==> config.mk <==
export PLATFORM = sky130hd
export DESIGN_NAME = fetch_unit
export DESIGN_NICKNAME = d
export VERILOG_FILES = /design/src/rtl/fetch_unit.sv
export SDC_FILE = /design/constraint.sdc
export NUM_CORES = 1
export LEC_CHECK = 0
export ABC_AREA = 0
export BUFFER_PORTS_ARGS = -buffer_cell sky130_fd_sc_hd__buf_2
export CORE_MARGIN = 2
export CORE_UTILIZATION = 40
export DETAILED_ROUTE_END_ITERATION = 8
export SLEW_MARGIN = 20
export SYNTH_ARGS = -nofsm -noshare
export SYNTH_HDL_FRONTEND = slang
export SYNTH_SLANG_ARGS = --single-unit
==> constraint.sdc <==
create_clock -name clk_i -period 5.15 [get_ports clk_i]
set_input_delay 0.2575 -clock clk_i [delete_from_list [all_inputs] [get_ports clk_i]]
set_output_delay 0.2575 -clock clk_i [all_outputs]
set_load 0.02 [all_outputs]
==> src/rtl/fetch_unit.sv <==
// Instruction fetch stage: sequential address generation, in-order
// imem request channel, prefetch FIFO and redirect/flush handling.
module fetch_unit #(
    parameter logic [31:0] RESET_ADDR = 32'h0000_0000,
    parameter int          DEPTH      = 2
) (
    input  logic        clk_i,
    input  logic        reset_i,
    input  logic        stall_i,
    input  logic        redirect_i,
    input  logic [31:0] redirect_addr_i,
    output logic        imem_req_o,
    output logic [31:0] imem_addr_o,
    input  logic        imem_ready_i,
    input  logic        imem_rvalid_i,
    input  logic [31:0] imem_rdata_i,
    output logic        valid_o,
    output logic [31:0] instr_o,
    output logic [31:0] pc_o,
    output logic [14:0] control_o
);

    localparam int PW = $clog2(DEPTH);
    localparam int CW = PW + 1;
    localparam logic [CW:0] DEPTH_W = (CW + 1)'(DEPTH);
    localparam logic [31:0] NOP = 32'h0000_0013;

    logic [31:0]   fetch_pc;
    logic [31:0]   resp_pc;
    logic [31:0]   instr_q [DEPTH];
    logic [31:0]   pc_q    [DEPTH];
    logic [PW-1:0] rd_ptr;
    logic [PW-1:0] wr_ptr;
    logic [CW-1:0] fifo_count;
    logic [CW-1:0] inflight;
    logic [CW-1:0] discard;
    logic [CW:0]   credit_used;
    logic [31:0]   redirect_pc;
    logic          handshake;
    logic          resp_seen;
    logic          push;
    logic          pop;

    // Credit uses registered counts only, so a pop frees a slot a cycle later
    assign credit_used = {1'b0, fifo_count} + {1'b0, inflight};
    assign redirect_pc = redirect_addr_i & 32'hFFFF_FFFC;

    assign imem_req_o  = !reset_i && !redirect_i && (credit_used < DEPTH_W);
    assign imem_addr_o = fetch_pc;
    assign handshake   = imem_req_o && imem_ready_i;

    // A response with nothing outstanding is ignored entirely
    assign resp_seen = imem_rvalid_i && (inflight != '0);
    assign push      = resp_seen && (discard == '0) && !redirect_i;

    assign valid_o   = !reset_i && (fifo_count != '0);
    assign pop       = valid_o && !stall_i && !redirect_i;

    assign instr_o   = valid_o ? instr_q[rd_ptr] : NOP;
    assign pc_o      = valid_o ? pc_q[rd_ptr] : 32'h0;
    assign control_o = {instr_o[31:25], instr_o[14:12], instr_o[6:2]};

    // FIFO storage: written on push, never needs clearing
    always_ff @(posedge clk_i) begin
        if (push) begin
            instr_q[wr_ptr] <= imem_rdata_i;
            pc_q[wr_ptr]    <= resp_pc;
        end
    end

    // Fetch PC, response tracking, FIFO pointers and flush bookkeeping
    always_ff @(posedge clk_i) begin
        if (reset_i) begin
            fetch_pc   <= RESET_ADDR;
            resp_pc    <= RESET_ADDR;
            rd_ptr     <= '0;
            wr_ptr     <= '0;
            fifo_count <= '0;
            inflight   <= '0;
            discard    <= '0;
        end else if (redirect_i) begin
            // Everything outstanding becomes stale; a response landing now is dropped
            fetch_pc   <= redirect_pc;
            resp_pc    <= redirect_pc;
            rd_ptr     <= '0;
            wr_ptr     <= '0;
            fifo_count <= '0;
            inflight   <= inflight - CW'(resp_seen);
            discard    <= inflight - CW'(resp_seen);
        end else begin
            if (handshake) begin
                fetch_pc <= fetch_pc + 32'd4;
            end
            inflight <= inflight + CW'(handshake) - CW'(resp_seen);
            if (resp_seen && (discard != '0)) begin
                discard <= discard - 1'b1;
            end
            if (push) begin
                resp_pc <= resp_pc + 32'd4;
                wr_ptr  <= wr_ptr + 1'b1;
            end
            if (pop) begin
                rd_ptr <= rd_ptr + 1'b1;
            end
            fifo_count <= fifo_count + CW'(push) - CW'(pop);
        end
    end

endmodule
==> flow_summary.yaml, run 1 <==
floorplan:
  pin_count: 183
  initial_utilization_pct: 40.9
  die_y_um: 154
  dieArea_mm2: 0.0236
  die_w_um: 154
  rows: 54
  fp.coreArea_mm2: 0.0219
min_path:
  whs_endpoint: "instr_q[0][29]$_DFFE_PP_"
  hp-class: "input port to flop"
  min_path_cells: 1
  worstHoldStart: "imem_rdata_i[29]"
critical_path:
  cp_data_arrival_time_ns: 3.74
  cp-start-kind: "flop"
  cp_max_fo: 17
  critical_path_class: "flop to flop"
  r2r_start: "inflight[0]$_SDFF_PP0_"
  reg2reg_to: "inflight[1]$_SDFF_PP0_"
  critical_path_required_ns: 5.46
  critPathCaptureType: "flop"
  r2r_cells: 12
  r2r_slack_ns: 1.72
sta:
  max-slew-margin-rel_pct: 42.6
  fin_crit_sh_pct: 66.6
  final_max_slew_viol_count: 0
  tightestPinTransition_ns: 0.861
  min_period_ns: 3.43
  rsz0062_at_grt: "false"
  skew_ns: 0.0136
  setup_ws_ns: 1.72
  setup_viol: 0
  setup_tns_ns: 0
  max_freq_mhz: 292
  final-hold-violation-count: 0
logic_synthesis:
  synth-seq-cells: 193
  synth_warnings: 0
  synth_edf_count: 124
  ys_types: 59
  synthArstFlopShare_pct: 0
  avgSynthCellArea_um2: 11.1
  postSynthCellCount: 803
  yosysSeqAreaShare_pct: 57.0
  synth_area_mm2: 0.00895
  synthFlopType: "edfxtp_1"
detailed_routing:
  vias: 6908
  routed_wl_um: 21900
  routedWlPerCell_um: 17.5
  drt-initial-drc-count: 431
  vias_per_cell: 5.53
  drc: 0
  ant_nets: 0
  first_pass_iters: 5
layout:
  layout_commonest_cell: "buf_2"
  filler_cell_count: 2022
  nets: 1035
  syn_to_final_growth_pct: 19.3
  layout_common_cells: "176 x buf_2, 124 x edfxtp_1, 89 x nor2_1"
  antenna_cells: 0
  layout-drive-gt1-share_pct: 23.5
power_and_ir_drop:
  peakVddDrop_mv: 0.181
  power-per-cell-area_mw_per_mm2: 334
  p_leak_nw: 3.93
placed_design:
  numPortBuffers: 176
  hpwl_um: 14700
  place.gp.congestion: 0.858
  dp_slack_ns: 1.75
clocking:
  ctsHoldBuffers: 9
  insertion_delay_ns: 0.43
  clock_path_buffers: 2
  cts_tree: "done"
  numCtsBuffers: 17
  post_cts_buffers: 0
  clock-root-buffer: "clkbuf_16"
  path_clk_slew_ns: 0.08
  cts-htree-levels: 4
  ctsResizeCount: 0
  cts_num_sinks: 193
outcome:
  outcome: "completed"
global_route:
  grt_pass1_wl_um: 34500
  grt_pass1_vias: 6496
  grtUsageTotal_pct: 18.2
  antenna_found_initial: 0
  grt-ovfl-total: 0
  grt_max_degree: 69
flow_run:
  maxCapViolCount: 0
==> power by group <==
group	total (mW)	internal [mW]	switching, mW
sequential	1.82	1.74	0.0790
combinational	0.398	0.145	0.253
clock	1.35	0.702	0.648
==> cells in the mapped netlist, drive strengths merged (7+ instances only) <==
cell	number	area [um2]
and3	19	119
or4	19	150
a31oi	14	87.6
o31ai	8	60.1
nand4	33	213
and4	7	61.3
edfxtp	124	3720
dfxtp	69	1380
xnor2	15	131
o21ai	11	55.1
nor4	13	81.3
ha	8	100
nand2	43	161
clkbuf	33	124
o21bai	7	52.6
a21boi	14	105
xor2	11	96.3
or3	8	50.1
nand3	21	105
nor2	91	349
a21oi	21	105
mux2i	62	621
o211ai	7	52.6
buf	32	203
o31a	8	70.1
inv	27	101
nor3	17	85.1
o311ai	7	61.3
and2	8	50.1
==> critical path, stage by stage, from the launching register on <==
cell and delay, ns:
dfxtp_1 0.44, and2_1 0.17, fa_1 0.45, or3b_1 0.70, nor2_4 0.28, inv_1 0.21
ha_1 0.33, inv_1 0.04, ha_1 0.17, xnor2_1 0.11, o21ai_0 0.19, xnor2_1 0.15
nor2_1 0.06
==> registers in the layout, summed over array words and instances, names as in the netlist, named ones only <==
register and flops:
discard 2, fifo_count 2, imem_addr_o 30, inflight 2, instr_q 64, pc_q 60, rd_ptr 1, resp_pc 30
wr_ptr 1
==> metal layers <==
layer  GRT usage [%]  share of wire (%)  wire length [um]  up-vias
met3            3.97                6.8              1480       20
met1            26.9                 48             10600     3302
met5               0                  0                 0        -
met4            4.67                1.3               291        0
met2            27.3                 43              9520      266
li1                -                  -                 -     3320
==> cell type report <==
type | count | area (um2) | share of cell area (%)
Timing Repair Buffer | 196 | 1060 | 9.91
Sequential cell | 193 | 5110 | 47.8
Tap cell | 280 | 350 | 3.28
Multi-Input combinational cell | 521 | 3450 | 32.3
Clock buffer | 17 | 425 | 3.98
Clock inverter | 15 | 184 | 1.72
Inverter | 27 | 101 | 0.949
==> how the worst max path moves through the flow <==
stage                     cells past startpoint  slack, ns               startpoint                       to
after global routing                         12       1.53   inflight[0]$_SDFF_PP0_   inflight[1]$_SDFF_PP0_
after global placement                       12       1.80   inflight[0]$_SDFF_PP0_   inflight[1]$_SDFF_PP0_
final                                        12       1.72   inflight[0]$_SDFF_PP0_   inflight[1]$_SDFF_PP0_
after floorplan                               8       0.55  discard[0]$_SDFFE_PP0P_  instr_q[0][0]$_DFFE_PP_
after detailed placement                     12       1.75   inflight[0]$_SDFF_PP0_   inflight[1]$_SDFF_PP0_
after CTS                                    12       1.72   inflight[0]$_SDFF_PP0_   inflight[1]$_SDFF_PP0_
==> through the flow <==
stage / power [mW] / cell area [um2] / std cells / utilization [%] / hold slack (ns)
after global placement: 2.24 / 9960 / 1206 / 45.5 / 0.446
after detailed placement: 2.25 / 9960 / 1206 / 45.5 / 0.449
final: 3.57 / 10700 / 1249 / 48.8 / 0.0178
after floorplan: 2.11 / 8960 / 806 / - / 0.356
after CTS: 3.60 / 10700 / 1247 / 48.7 / 0.0000857
after global routing: 3.71 / 10700 / 1249 / 48.8 / 0.000270
==> kinds of logic (layout without fill, tap and decap cells) <==
family / after synthesis / after routing / share of synthesized area, %
adder cells (fa/ha/maj): 9 / 9 / 1.34
flip-flops: 193 / 193 / 57.0
XOR/XNOR: 26 / 26 / 2.54
AND/OR/NAND/NOR: 291 / 291 / 16.9
buffers and inverters: 92 / 255 / 4.78
AO/OA/AOI/OAI: 129 / 129 / 10.4
multiplexers: 62 / 62 / 6.93
other: 1 / 4 / 0.0419
No activity file was read; power rests on OpenSTA's default activity.
==> run 2, diff against run 1 <==
- ABC_AREA: 0 -> 1
- clock period: 5.15 -> 2.95 ns (I/O delays scaled with it)
==> run 2 against run 1 <==
Net effect:
- clock power increased by 72%
- routed wire length increased by 8.8%
- setup slack lost 1.3 ns
- maximum frequency up 37%
- largest cell class unchanged
- combinational power rose by 76%
- synthesized cell count up 39%
- largest power group unchanged
==> flow_summary.yaml, run 2 <==
outcome:
  outcome: "completed"
floorplan:
  pin_count: 183
  rows: 57
  dieArea_mm2: 0.0257
  die_w_um: 160
  initial_utilization_pct: 40.4
  die_y_um: 160
  fp.coreArea_mm2: 0.0242
sta:
  max-slew-margin-rel_pct: 53.4
  min_period_ns: 2.51
  fin_crit_sh_pct: 85.0
  setup_tns_ns: 0
  setup_viol: 0
  final_max_slew_viol_count: 0
  max_freq_mhz: 399
  fin_hold_ws_ns: 0.0443
  rsz0062_at_grt: "false"
  skew_ns: 0.0131
  tightestPinTransition_ns: 0.699
  final-hold-violation-count: 0
placed_design:
  hpwl_um: 16800
  place_inst: 1577
  numPortBuffers: 176
  place.gp.congestion: 0.887
global_route:
  grt_pass1_vias: 7419
  grt-ovfl-total: 0
  antenna_found_initial: 0
  grt_pass1_wl_um: 38400
  grt_max_degree: 64
  grtUsageTotal_pct: 18.8
layout:
  antenna_cells: 0
  layout-drive-gt1-share_pct: 23.5
  stdcell_count: 1645
  layout_commonest_cell: "nand2_1"
  largest_register: "instr_q"
  largest_reg_flops: 64
  nets: 1387
  layout_common_cells: "306 x nand2_1, 176 x buf_2, 158 x inv_1"
  reg.largest.list: "instr_q: 64 flops, pc_q: 60 flops"
  syn_to_final_growth_pct: 20.9
  final_util_pct: 48.9
power_and_ir_drop:
  power-per-cell-area_mw_per_mm2: 521
  peakVddDrop_mv: 0.301
  p_leak_nw: 5.24
logic_synthesis:
  synth_area_mm2: 0.00978
  ys_types: 45
  synth_common_cells: "306 x nand2_1, 159 x inv_1, 124 x edfxtp_1"
  postSynthCellCount: 1117
  synthFlopType: "edfxtp_1"
  synthArstFlopShare_pct: 0
  synth_edf_count: 124
  synth_top_area_share_pct: 38.1
  yosysSeqAreaShare_pct: 52.2
  synth_warnings: 0
  synth-seq-cells: 193
  synth_area_leader_cell: "edfxtp_1"
  avgSynthCellArea_um2: 8.76
  synth.most_common_cell: "nand2_1"
  yosys-top-cells-area: "edfxtp_1 38%, dfxtp_1 14%, nand2_1 12%"
clocking:
  cts-htree-levels: 4
  insertion_delay_ns: 0.44
  ctsResizeCount: 0
  clock-root-buffer: "clkbuf_16"
  cts_tree: "done"
  clock_path_buffers: 2
  path_clk_slew_ns: 0.08
  cts_num_sinks: 193
  numCtsBuffers: 17
  ctsHoldBuffers: 36
  post_cts_buffers: 0
critical_path:
  cp-start-kind: "flop"
  critical_path_required_ns: 3.26
  critical_path_class: "flop to flop"
  cp_data_arrival_time_ns: 2.82
  critPathCaptureType: "flop"
  cp_max_fo: 9
detailed_routing:
  routed_wl_um: 23800
  drc: 0
  first_pass_iters: 4
  routedWlPerCell_um: 14.5
  vias: 7882
  vias_per_cell: 4.79
  drt-initial-drc-count: 474
  ant_nets: 0
min_path:
  hp-class: "input port to flop"
flow_run:
  maxCapViolCount: 0
## run 2: cell types whose count changed in the layout (fill, tap and decap cells not counted), sizes merged, moves of 27 or more
cell and change:
inv +137, mux2 +59, o21ai +27, a21oi +29, mux2i -62, nand3 +38
nand2 +269
## run 2: through the flow
step                cell area [um2]  worst slack (ns)  power, mW
finish                        11800             0.443       6.16
global route                  11800             0.315       6.43
CTS                           11800             0.431       6.22
detailed placement            10900             0.438       3.87
global placement              10900             0.475       3.85
floorplan                      9790            0.0193       3.63
## run 2: cell type report
class                      instances  area, um2
tap                              324        405
fill                            2325      12400
sequential                       193       5110
clock buffer                      17        425
timing repair buffer             221       1360
multi-input combinational        709       3730
inverter                         166        627
clock inverter                    15        165
## run 2: final timing paths
| check | from | end | slack (ns) | depth (start not counted) |
|---|---|---|---|---|
| setup / recovery | inflight[0]$_SDFF_PP0_ | inflight[1]$_SDFF_PP0_ | 0.44 | 12 |
| hold / removal | redirect_addr_i[11] | resp_pc[11]$_SDFFE_PP0P_ | 0.04 | 3 |
| setup reg to reg | inflight[0]$_SDFF_PP0_ | inflight[1]$_SDFF_PP0_ | 0.44 | 12 |
| hold reg to reg | wr_ptr$_SDFFE_PP0N_ | wr_ptr$_SDFFE_PP0N_ | 0.48 | 2 |
## run 2: report_power, final
group          switching, mW  total [mW]  internal [mW]
registers              0.119        3.15           3.03
logic                  0.428       0.699          0.270
clock network           1.11        2.32           1.21
total                   1.66        6.16           4.50
## run 2: critical path, cell delays in order (launching register included)
cell,delay [ns]
dfxtp_1,0.38
nand2_1,0.07
inv_1,0.06
fa_1,0.40
inv_1,0.12
nand4_4,0.24
ha_1,0.37
inv_1,0.04
ha_1,0.17
xor2_1,0.14
or2_2,0.27
nand3_1,0.07
a21oi_1,0.06
## run 2: logic make-up (layout without fill, tap and decap cells)
group	Yosys count	count (layout)	share of synthesized area (%)
muxes	59	59	6.79
AOI/OAI and AO/OA	118	118	6.60
adders and majority gates	9	9	1.23
DFF	193	193	52.2
xor gates and xnor gates	18	18	1.61
and+or+nand+nor	501	501	21.7
buffers and inverters	218	419	9.80
other	1	4	0.0383
## run 2: metal layers
metal  GRT usage (%)  share of wire (%)  vias up
li1                -                  -     3978
met1            26.4                 48     3628
met2            30.4                 45      250
met3            3.13                5.6       26
met4            5.20                1.4        0
met5               0                  0        -
